<file path="src/rtl/jt12_frame_mixer.sv">
`default_nettype none
// +----------------------------------------------------------------------------+
// | jt12_frame_mixer                                                           |
// | Sums per-channel L/R results over one FM frame into a saturated stereo     |
// | sample with per-channel mute, fixed gain shift and a one-cycle strobe.     |
// | Revision: 1.0                                                              |
// +----------------------------------------------------------------------------+
module jt12_frame_mixer #(
  parameter int GAIN_SH = 0,
  parameter int NCH     = 6
) (
  input  logic               clk,
  input  logic               rst_n,
  input  logic               clk_en,
  input  logic               zero,
  input  logic               ch_valid,
  input  logic signed [15:0] left_in,
  input  logic signed [15:0] right_in,
  input  logic        [5:0]  mute,
  output logic signed [15:0] left,
  output logic signed [15:0] right,
  output logic               sample,
  output logic        [1:0]  clip,
  output logic               frame_err
);

  localparam logic        [2:0]  c_nch = 3'(NCH);
  localparam logic signed [20:0] c_max = 21'sd32767;
  localparam logic signed [20:0] c_min = -21'sd32768;

  logic signed [18:0] r_acc_l, r_acc_r;
  logic        [2:0]  r_idx;
  logic               r_err;

  logic        [7:0]  w_mute_ext;
  logic               w_drop;
  logic               w_over;
  logic        [2:0]  w_idx_inc;
  logic        [2:0]  w_cnt;
  logic signed [18:0] w_term_l, w_term_r;
  logic signed [18:0] w_sum_l, w_sum_r;
  logic signed [20:0] w_sh_l, w_sh_r;
  logic        [16:0] w_sat_l, w_sat_r;

  // Result is {clipped, value}.
  function automatic logic [16:0] sat16(input logic signed [20:0] v);
    if (v > c_max)      return {1'b1, 16'h7fff};
    else if (v < c_min) return {1'b1, 16'h8000};
    else                return {1'b0, v[15:0]};
  endfunction

  always_comb begin
    // Slots 6 and 7 read as muted so surplus channels never reach the sum.
    w_mute_ext = {2'b11, mute};
    w_drop     = w_mute_ext[r_idx];
    w_over     = (r_idx >= c_nch);
    w_idx_inc  = (r_idx == 3'd7) ? 3'd7 : r_idx + 3'd1;
    w_cnt      = ch_valid ? w_idx_inc : r_idx;
    w_term_l   = (ch_valid && !w_drop) ? {{3{left_in[15]}},  left_in}  : 19'sd0;
    w_term_r   = (ch_valid && !w_drop) ? {{3{right_in[15]}}, right_in} : 19'sd0;
    w_sum_l    = r_acc_l + w_term_l;
    w_sum_r    = r_acc_r + w_term_r;
    w_sh_l     = $signed({{2{w_sum_l[18]}}, w_sum_l}) <<< GAIN_SH;
    w_sh_r     = $signed({{2{w_sum_r[18]}}, w_sum_r}) <<< GAIN_SH;
    w_sat_l    = sat16(w_sh_l);
    w_sat_r    = sat16(w_sh_r);
  end

  always_ff @(posedge clk or negedge rst_n) begin
    if (!rst_n) begin
      r_acc_l   <= '0;
      r_acc_r   <= '0;
      r_idx     <= '0;
      r_err     <= 1'b0;
      left      <= '0;
      right     <= '0;
      sample    <= 1'b0;
      clip      <= '0;
      frame_err <= 1'b0;
    end else begin
      // Strobe clears on every edge, enabled or not.
      sample <= clk_en & zero;
      if (clk_en) begin
        if (zero) begin
          left      <= w_sat_l[15:0];
          right     <= w_sat_r[15:0];
          clip      <= {w_sat_l[16], w_sat_r[16]};
          frame_err <= r_err | (ch_valid & w_over) | (w_cnt != c_nch);
          r_acc_l   <= '0;
          r_acc_r   <= '0;
          r_idx     <= '0;
          r_err     <= 1'b0;
        end else if (ch_valid) begin
          r_acc_l <= w_sum_l;
          r_acc_r <= w_sum_r;
          r_idx   <= w_idx_inc;
          if (w_over) r_err <= 1'b1;
        end
      end
    end
  end

endmodule
`default_nettype wire
</file>
<file path="config.mk">
export PLATFORM = sky130hd
export DESIGN_NAME = jt12_frame_mixer
export DESIGN_NICKNAME = d
export VERILOG_FILES = /design/src/rtl/jt12_frame_mixer.sv
export SDC_FILE = /design/constraint.sdc
export NUM_CORES = 1
export LEC_CHECK = 0
export ABC_AREA = 1
export BUFFER_PORTS_ARGS = -buffer_cell sky130_fd_sc_hd__buf_4
export CORE_MARGIN = 2
export CORE_UTILIZATION = 53
export DETAILED_ROUTE_END_ITERATION = 12
export PLACE_DENSITY = 0.84
export SETUP_SLACK_MARGIN = 0.15
export SYNTH_ARGS = -nofsm -noshare
export SYNTH_HDL_FRONTEND = slang
export SYNTH_SLANG_ARGS = --single-unit
</file>
<file path="constraint.sdc">
create_clock -name clk -period 2.85 [get_ports clk]
set_input_delay 0.285 -clock clk [delete_from_list [all_inputs] [get_ports clk]]
set_output_delay 0.285 -clock clk [all_outputs]
set_load 0.1 [all_outputs]
</file>
==> results.txt <==
- After technology mapping, the gate count stands at 861.
* Cell with the biggest individual delay on the critical path: dfrtp_1
- Sequential element share of the synthesized area: ~33%
- Routed wirelength normalized by instance count: 20.52 um
- The startpoint identified for the worst register-to-register timing path is r_idx[0].
- Largest net degree at the start of global routing: between 70 and 80
- Routed via count: approximately 7.2k
- The die covers about 0.012 mm2.
- Setup slack on the worst reg-to-reg path comes out at -0.56 ns.
- In this run the cell area of the synthesized design comes to between 0.005 and 0.006 mm2.
- Number of warnings printed during yosys synthesis: 0
- In this run the standard cell core region covers about 0.011 mm2.
- Final routed wirelength across all metal layers: around 24000 um
* CTS max path bufs: 2
* Kind of start point of the critical path: register
- Final count of negative-setup-slack endpoints: 48
* Net count after synthesis: 943
- Transition time at the pin with the least slew margin: around 1.0 ns
* Tot GR Track Use: between 30% and 40%
* Critical Path Fanout Max: 8
- The area growth from synthesis to layout is 45.48%.
- Max-slew violation total from the final report: 0
- Reported leakage power: between 4 and 5 nW
- During I/O placement, the number of pins put on the boundary was 79.
- TritonCTS Buffers: 9
- For this block, the initial DRC count from the detailed router was between 900 and 1k.
- Cell-by-cell listing of the critical path: inv_2 > nand2_1 > nand2_1 > nand2_1 > nand2_1 > nand2_2 > nand2_4 > buf_12 > nor2_1 > ha_1 > nand2_1 > nand2_2 > nand2_2 > nand2_2 > a21oi_4 > nand2_4 > nand2_1 > nand2_1 > nor2_1 > nand2_2 > nand2_4 > nand2_1 > a21oi_2
- Worst setup endpoint: right[4]
* Power per unit of standard cell area: roughly 590 mW/mm2
- Setup repair after global routing could not meet its margin everywhere.
- Measured against its own limit, the worst slew margin works out to around 30%.
* Count of buffers inserted at the top-level ports: 78
- The worst hold path belongs to the class input pin to async pin.
- The cell sitting at the root of the clock tree is a clkbuf_8.
- CTS built an H-tree with a depth of 3.
- Maximum capacitance violations: 0
- Vias per Instance: roughly 6.2
- Type of destination of the critical path: register
* DRC violation count after routing: 0
* Start point of the critical path: r_idx[0]
* Biggest cell delay along the critical path: between 0.4 and 0.5 ns
- The run finished, with violations left.
- Once the floorplan was initialized, standard cells occupied a little over half of the core.
- Clk slew on worst S/H paths: around 0.090 ns
- Worst endpoint data arrival time: 3.72 ns
* Finished Layout Cells: 1159
- The synthesized design contains between 70 and 80 register bits.
* Share of synthesized registers carrying an async set or reset: 100.0%
- In this run the power spent charging and discharging nets is ~2.6 mW.
* Minimum clock period: about 3.4 ns
- From left edge to right edge, the die measures ~110 um.
* Count of standard-cell rows: 38
- The netlist uses 36 different library cells.
* Part of the power in combinational logic: 53.7%
- For this run, the leading register cell type out of synthesis is dfrtp_1.
* Sw frac: 50.71%
- The design draws between 5 and 6 mW.
- Number of diodes added for antenna fixing: 0
- The average instance in the mapped netlist occupies approximately 6.9 um2.
- The checks that failed: setup timing.
- Count of flip-flops with a built-in enable after synthesis: 0
- Internal power consumption: approximately 2.5 mW
- Total half-perimeter wirelength after legalization and detailed placement: 11630 um
- Ratio of cells with drive above 1 in the final layout: between 30% and 40%
- The worst-case IR drop observed on VDD is approximately 0.60 mV.
* Final weighted congestion in routability-driven placement: 0.9352
- Final worst slack: -0.5583 ns
* Layout net count: approximately 1.1k
- The floorplan step set the die height to around 110 um.
- Fraction of power consumed by the clock network: 18.1%
- For the worst setup path, the data required time is approximately 3.2 ns.
- Total iterations of the first detailed-routing run: 8
- Sequential cell fraction of total power: 28.2%
- The hold violation count in the final report came to 0.
- Counting cells, the worst reg-to-reg path comes to 23.
- On the final layout, the worst clock skew is around 0.016 ns.
* Clock latency on the worst-skew pair: roughly 0.40 ns
- The count of nets left with antenna violations once routing finished came out at 0.
- In this design, the critical path's most frequently occurring cell is nand2_1.
- The worst register-to-register path ends at right[4].
* Global route overflow: 0
- The first global-routing pass estimated roughly 30000 um of wire.
- TritonCTS built the clock tree.
- Maximum clock rate: just under 300 MHz
- Kind of critical path: register to register
- The worst path uses 119.6% of the clock period.
* Placed Cells incl. Taps: 1105
- The number of global-route vias before repair was 6596.
* Clock sinks: between 70 and 80
- Minimum hold slack: just under 0.06 ns
- Antenna violations before repair: 0
registers in the layout (all words and copies together), names as in the netlist:
name and cells:
clip 2, frame_err 1, left 16, r_acc_l 19, r_acc_r 19, r_err 1, r_idx 3, right 16
sample 1
synth_stat cells (3+ instances only):
| master | n | area [um2] |
|---|---|---|
| xor2_1 | 9 | 78.83 |
| a31oi_1 | 3 | 18.77 |
| buf_6 | 4 | 45.04 |
| nand3_1 | 46 | 230.2 |
| inv_2 | 5 | 18.77 |
| nand2_2 | 12 | 75.07 |
| dfrtp_1 | 78 | 1952 |
| o21ai_0 | 22 | 110.1 |
| nor2_2 | 4 | 25.02 |
| nand3_2 | 6 | 60.06 |
| xnor2_1 | 15 | 131.4 |
| a21oi_1 | 33 | 165.2 |
| ha_1 | 37 | 462.9 |
| o22ai_1 | 5 | 31.28 |
| nand4_1 | 8 | 50.05 |
| a21oi_2 | 13 | 113.9 |
| nor2_1 | 72 | 270.3 |
| o21bai_1 | 3 | 22.52 |
| clkbuf_1 | 17 | 63.81 |
| nand2_1 | 306 | 1149 |
| a32o_1 | 16 | 160.2 |
| inv_1 | 124 | 465.5 |
logic make-up after synthesis:
logic type               synth area share, %
AND/OR/NAND/NOR                        32.95
buffers and inverters                  10.67
AO/OA/AOI/OAI                          11.22
flip-flops                             33.08
adder cells (fa/ha/maj)                8.524
XOR/XNOR                               3.562
per-layer routing:
layer | up-vias | global-route usage (%) | share of wire, %
met5 | - | 0 | 0
met4 | 0 | 19.80 | 9.3
met3 | 242 | 6.461 | 11
met2 | 634 | 55.91 | 47
met1 | 3274 | 37.47 | 33
li1 | 3018 | - | -
worst min path at each step:
stage               startpoint     endpoint  slack, ns  depth (start not counted)
floorplan                rst_n      clip[0]      -0.01                          0
finish                   rst_n  r_acc_l[11]       0.06                          1
CTS                      rst_n  r_acc_l[11]        0.1                          1
detailed placement     left[5]      left[5]       0.47                          2
global placement       left[6]      left[6]       0.46                          2
global route             rst_n  r_acc_l[11]       0.15                          1
placed cells by master (no fill, tap or decap), types with 4 or more instances in the layout:
| cell type | netlist | routed |
|---|---|---|
| nor2_4 | 0 | 14 |
| ha_4 | 0 | 23 |
| buf_12 | 0 | 5 |
| dfrtp_1 | 78 | 78 |
| buf_4 | 0 | 150 |
| xnor2_4 | 0 | 4 |
| a21oi_4 | 2 | 9 |
| a21oi_2 | 13 | 30 |
| buf_6 | 4 | 7 |
| nor2_2 | 4 | 13 |
| nor2_1 | 72 | 49 |
| nand2_2 | 12 | 60 |
| inv_1 | 124 | 117 |
| nand3_2 | 6 | 9 |
| nand2_4 | 2 | 14 |
| ha_1 | 37 | 12 |
| inv_2 | 5 | 12 |
| xnor2_1 | 15 | 5 |
| o22ai_1 | 5 | 4 |
| a32o_1 | 16 | 16 |
| clkbuf_8 | 0 | 9 |
| a21oi_1 | 33 | 9 |
| xnor2_2 | 0 | 6 |
| o21ai_0 | 22 | 12 |
| nand2_1 | 306 | 247 |
| o21ai_1 | 0 | 5 |
| xor2_1 | 9 | 6 |
| nand3_1 | 46 | 41 |
| nand4_1 | 8 | 8 |
| o21ai_2 | 0 | 4 |
worst max-delay path: cells and delay by family (launching register included):
| kind | cells | cell delay [ns] |
|---|---|---|
| AOI/OAI and AO/OA | 2 | 0.41 |
| adders and majority gates | 1 | 0.38 |
| buffers and inverters | 2 | 0.26 |
| DFF | 1 | 0.45 |
| and+or+nand+nor | 18 | 1.84 |
power groups by stage:
stage                     logic [mW]  clock network, mW  registers (mW)
after floorplan                0.673                  0            2.40
after global placement          2.20                  0            1.41
after detailed placement        2.24                  0            1.42
after CTS                       2.41              0.910            1.40
after global routing            2.83              0.961            1.44
final                           2.72              0.914            1.43
cell type report:
type | instances | area [um2]
fill | 611 | 2256
inverter | 131 | 491.7
clock buffer | 9 | 123.9
sequential | 78 | 1952
tap | 140 | 175.2
clock inverter | 7 | 80.08
timing repair buffer | 165 | 1385
multi-input combinational | 629 | 4377
per-stage QoR:
step,utilization [%],setup WS [ns],setup TNS [ns],cell area (um2)
2_1_floorplan,-,-0.02005,-0.1650,5952
3_3_place_gp,64.43,-0.06831,-1.067,6984
3_5_place_dp,64.43,-0.1886,-4.591,6984
4_1_cts,72.18,-0.1179,-2.373,7825
5_1_grt,79.19,-0.6803,-21.15,8584
6_report,79.19,-0.5583,-15.10,8584
what timing repair did:
item | 4_1_cts | 5_1_grt
endpoints found under the setup margin | 47 | 61
pin swaps | 34 | 50
cloned | 3 | 2
hold buffers | 0 | 0
endpoints found under the hold margin | 0 | 0
buffers inserted | 16 | 17
resized for setup | 103 | 130
(Power assumes the default switching activity.)
